### src/rtl/status_frame_tx.sv
// Status frame transmitter: snapshots engine status and streams a framed,
// XOR-checksummed byte sequence through a valid/next pull handshake.
module status_frame_tx #(
  parameter int          data_width      = 16,
  parameter int          spi_fifo_length = 32,
  parameter logic [7:0]  sync_byte       = 8'hA5
) (
  input  logic                               clk,
  input  logic                               reset,
  input  logic                               snapshot_req,
  input  logic [7:0]                         control_state,
  input  logic [$clog2(spi_fifo_length):0]   fifo_count,
  input  logic                               current_pipeline,
  input  logic                               invalid_command,
  input  logic [7:0]                         byte_probe,
  input  logic [data_width-1:0]              out_sample,
  input  logic                               sample_tick,
  output logic [7:0]                         tx_byte,
  output logic                               tx_valid,
  input  logic                               tx_next,
  output logic                               busy,
  output logic                               frame_dropped
);

  localparam int FW = $clog2(spi_fifo_length) + 1;
  localparam int SB = data_width / 8;
  localparam int N  = 7 + SB;
  localparam int NB = N + 3;
  localparam int BL = NB - 2;
  localparam int IW = $clog2(NB);
  localparam logic [7:0]    LEN  = 8'(N);
  localparam logic [IW-1:0] LAST = IW'(NB - 1);

  typedef enum logic {
    IDLE,
    SEND
  } state_t;

  state_t        state;
  logic [31:0]   cnt;
  logic          sticky;
  logic [IW-1:0] idx;
  logic [IW-1:0] nidx;
  logic [7:0]    fr_q [NB];
  logic [7:0]    body [BL];
  logic [7:0]    csum;
  logic [5:0]    fc6;
  logic          latch;
  logic          take;

  assign latch = (state == IDLE) && snapshot_req;
  assign take  = (state == SEND) && tx_valid && tx_next;
  assign nidx  = idx + 1'b1;

  always_comb begin
    fc6 = '0;
    fc6[FW-1:0] = fifo_count;
  end

  // Payload as it would be captured this cycle (length byte through counter)
  always_comb begin
    for (int i = 0; i < BL; i++) body[i] = '0;
    body[0] = LEN;
    body[1] = control_state;
    body[2] = {current_pipeline, sticky | invalid_command, fc6};
    body[3] = byte_probe;
    for (int i = 0; i < SB; i++)
      body[4+i] = out_sample[data_width-1-8*i -: 8];
    for (int i = 0; i < 4; i++)
      body[4+SB+i] = cnt[31-8*i -: 8];
  end

  always_comb begin
    csum = '0;
    for (int i = 0; i < BL; i++) csum = csum ^ body[i];
  end

  always_ff @(posedge clk) begin
    if (latch && !reset) begin
      fr_q[0] <= sync_byte;
      for (int i = 0; i < BL; i++) fr_q[i+1] <= body[i];
      fr_q[NB-1] <= csum;
    end
  end

  always_ff @(posedge clk) begin
    if (reset) begin
      state         <= IDLE;
      cnt           <= '0;
      sticky        <= 1'b0;
      idx           <= '0;
      tx_byte       <= '0;
      tx_valid      <= 1'b0;
      busy          <= 1'b0;
      frame_dropped <= 1'b0;
    end else begin
      frame_dropped <= 1'b0;
      cnt           <= cnt + 32'(sample_tick);
      sticky        <= sticky | invalid_command;
      unique case (state)
        IDLE: begin
          if (snapshot_req) begin
            sticky   <= 1'b0;
            busy     <= 1'b1;
            tx_byte  <= sync_byte;
            tx_valid <= 1'b1;
            idx      <= '0;
            state    <= SEND;
          end
        end
        SEND: begin
          if (snapshot_req) frame_dropped <= 1'b1;
          if (take) begin
            if (idx == LAST) begin
              tx_valid <= 1'b0;
              busy     <= 1'b0;
              state    <= IDLE;
            end else begin
              idx     <= nidx;
              tx_byte <= fr_q[nidx];
            end
          end
        end
        default: state <= IDLE;
      endcase
    end
  end

endmodule
### config.mk
export PLATFORM = sky130hd
export DESIGN_NAME = status_frame_tx
export DESIGN_NICKNAME = d
export VERILOG_FILES = /design/src/rtl/status_frame_tx.sv
export SDC_FILE = /design/constraint.sdc
export NUM_CORES = 1
export LEC_CHECK = 0
export ABC_CLOCK_PERIOD_IN_PS = 13900
export CAP_MARGIN = 20
export CORE_MARGIN = 3
export CORE_UTILIZATION = 50
export CTS_BUF_LIST = sky130_fd_sc_hd__clkbuf_8
export DETAILED_ROUTE_END_ITERATION = 8
export GPL_TIMING_DRIVEN = 0
export PLACE_DENSITY = 0.71
export SYNTH_ARGS = -nofsm -noshare
export SYNTH_HDL_FRONTEND = slang
export SYNTH_SLANG_ARGS = --single-unit
### constraint.sdc
create_clock -name clk -period 13.9 [get_ports clk]
set_input_delay 1.39 -clock clk [delete_from_list [all_inputs] [get_ports clk]]
set_output_delay 1.39 -clock clk [all_outputs]
set_load 0.01 [all_outputs]
==> reports/results.ini <==
[run_status]
outcome = finished, final reports clean

[cts]
clkLatencyLatePin_ns = 0.44
cts_root_buf = clkbuf_8
ctsHoldBuffers = 0
clock_sink_count = 128
clockBufferDepth = 2
cts_buffers = 17
clkTransAtPathRegs_ns = 0.07
cts_setup_buffers = 0
cts.htree.levels = 4
tritoncts = done
cts_resized = 0

[pwr]
vdd_drop_max_mv = 0.0751
cellLeakagePower_nw = 2.26
p_per_area_mw_per_mm2 = 115

[floorplanning]
ios = 56
die-area_mm2 = 0.0129
die_y_um = 114
start_util = 0.523
rows = 38
coreArea_mm2 = 0.0111
chipWidth_um = 114

[layout]
nNetsFinal = 578
fillers = 883
seqCellArea_mm2 = 0.00336
diodes = 0
utilization = 0.626
final_common_cell = edfxtp_1
multiInputGateArea_mm2 = 0.00230
final_cell_mix = edfxtp_1 (80), xnor2_1 (62), clkdlybuf4s50_1 (55)
drive_gt1_frac = 0.131
syn_to_final_growth_pct = 19.7

[grt]
grt_pass1_wl_um = 20500
track_usage = 0.211
grt_max_degree = 33
antenna_found_initial = 0
grt_pass1_vias = 3890
grt-ovfl-total = 0

[sta]
drv_slew = 0
tns_ns = 0
setup_viol = 0
hold_viol_final = 0
fin_ws_ns = 10.29
fin_crit_sh = 0.260
max_freq_mhz = 277
finClkSkew_ns = 0.00899
worst_pin_slew_ns = 0.902
rsz0062_at_grt = no
max_slew_margin = 0.394
period_minus_slack_ns = 3.61
timing.hold.ws_ns = 0.426

[worst_setup_path]
cp_max_fo = 32
r2r.worst_path.cells = 7
critPathCaptureType = flip-flop
worstPathArrival_ns = 3.74
worstPathRequired_ns = 14.03
start_kind = primary input
rr_endpoint = tx_byte[7]
reg2reg_slack_ns = 11.48
critical_path_class = primary input to flip-flop
r2r_start = idx[1]

[placement]
io_buffers = 55
detailedPlace.worstSlack_ns = 9.81
dp_hpwl_um = 9420
routabilityCongestion = 0.852

[hold_path]
whs_endpoint = fr_q[9][4]
min_from = cnt[12]
hold_path_class = flip-flop to flip-flop
holdPathStages = 0

[synthesis]
yosysSeqAreaShare = 0.580
synth_nets = 502
yosys-top-cells-area = edfxtp_1 (41%), dfxtp_1 (17%), xnor2_1 (9.4%)
netlist.area_leader.share = 0.415
ys_ff_latch = 128
yosysTopAreaCell = edfxtp_1
syn_area_per_cell_um2 = 12.8
synthCells = 454
ys_warn_count = 0
syn-cell-area_mm2 = 0.00579
synth_cell_types = 47

[route]
totalWireLength_um = 12900
drtIter0Drc = 414
num_vias = 3935
drc = 0
drt_first_pass_iters = 5
viasPerCell = 5.76
wl_per_cell_um = 18.9
ant_nets = 0

[job]
maxCapViolations = 0

-- sequential cells by signal, indices dropped and copies added (netlist names) --
| register | count |
|---|---|
| sticky | 1 |
| state | 1 |
| tx_byte | 8 |
| frame_dropped | 1 |
| busy | 1 |
| cnt | 32 |
| idx | 4 |
| fr_q | 80 |
-- power breakdown --
| part | internal (mW) | switching, mW |
|---|---|---|
| clock | 0.160 | 0.139 |
| combinational | 0.0394 | 0.0350 |
| sequential | 0.419 | 0.00494 |
-- layer usage --
metal / vias to the layer above / routed length (µm) / track usage
met5: - / 0 / 0
met4: 0 / 333 / 0.103
met3: 25 / 688 / 0.0430
met2: 124 / 6240 / 0.336
met1: 1928 / 5660 / 0.276
li1: 1858 / - / -
-- area by class of cell --
| class | instances | share of cell area |
|---|---|---|
| inverters | 3 | 0.00162 |
| repair buffers | 57 | 0.0851 |
| well taps | 140 | 0.0252 |
| plain buffers | 23 | 0.0179 |
| clock inverters | 14 | 0.0177 |
| multi-input cells | 300 | 0.332 |
| flip-flops and latches | 128 | 0.485 |
| clock buffers | 18 | 0.0357 |
-- worst max-delay path: stages --
cell,delay (ns)
clkdlybuf4s50_1,0.52
clkbuf_1,0.30
buf_1,0.38
nor2_4,0.61
buf_12,0.28
buf_12,0.23
-- through the flow --
| step | instances | area (µm²) | power (mW) |
|---|---|---|---|
| 2_1_floorplan | 454 | 5790 | 0.475 |
| 3_3_place_gp | 649 | 6520 | 0.505 |
| 3_5_place_dp | 651 | 6570 | 0.507 |
| 4_1_cts | 683 | 6940 | 0.803 |
| 5_1_grt | 683 | 6940 | 0.826 |
| 6_report | 683 | 6940 | 0.797 |
-- Yosys cell counts (all sizes together) --
cell type / number
nand3b: 2
and3: 5
mux4: 16
edfxtp: 80
o21ai: 19
nand2b: 1
a221oi: 3
or4: 7
dfxtp: 48
ha: 3
o32ai: 1
nor3: 8
nand3: 20
and3b: 1
nor2: 24
nand4: 13
nand2: 17
o221ai: 1
and4: 6
xor2: 18
a311oi: 1
o21bai: 1
a21oi: 26
o211ai: 2
xnor2: 62
a2bb2oi: 1
clkbuf: 6
nor2b: 9
and2: 2
mux2i: 8
mux2: 3
or3: 8
a32oi: 1
o22ai: 1
buf: 17
o31ai: 7
a31oi: 1
a211oi: 2
inv: 3
-- worst max path at each step --
| stage | from | endpoint |
|---|---|---|
| after floorplan | reset | fr_q[10][0] |
| after global placement | reset | fr_q[10][4] |
| after detailed placement | reset | fr_q[4][0] |
| after CTS | reset | fr_q[2][0] |
| after global routing | reset | fr_q[2][0] |
| final | reset | fr_q[3][0] |
-- logic make-up (layout without fill, tap and decap cells) --
| logic type | after synthesis | count (layout) | share of synthesized area |
|---|---|---|---|
| and+or+nand+nor | 123 | 123 | 0.118 |
| adders and majority gates | 3 | 3 | 0.00648 |
| buffers and inverters | 26 | 115 | 0.0233 |
| AOI/OAI and AO/OA | 67 | 67 | 0.0687 |
| DFF | 128 | 128 | 0.580 |
| xor gates and xnor gates | 80 | 80 | 0.121 |
| muxes | 27 | 27 | 0.0818 |
No activity file was read; power rests on OpenSTA's default activity.
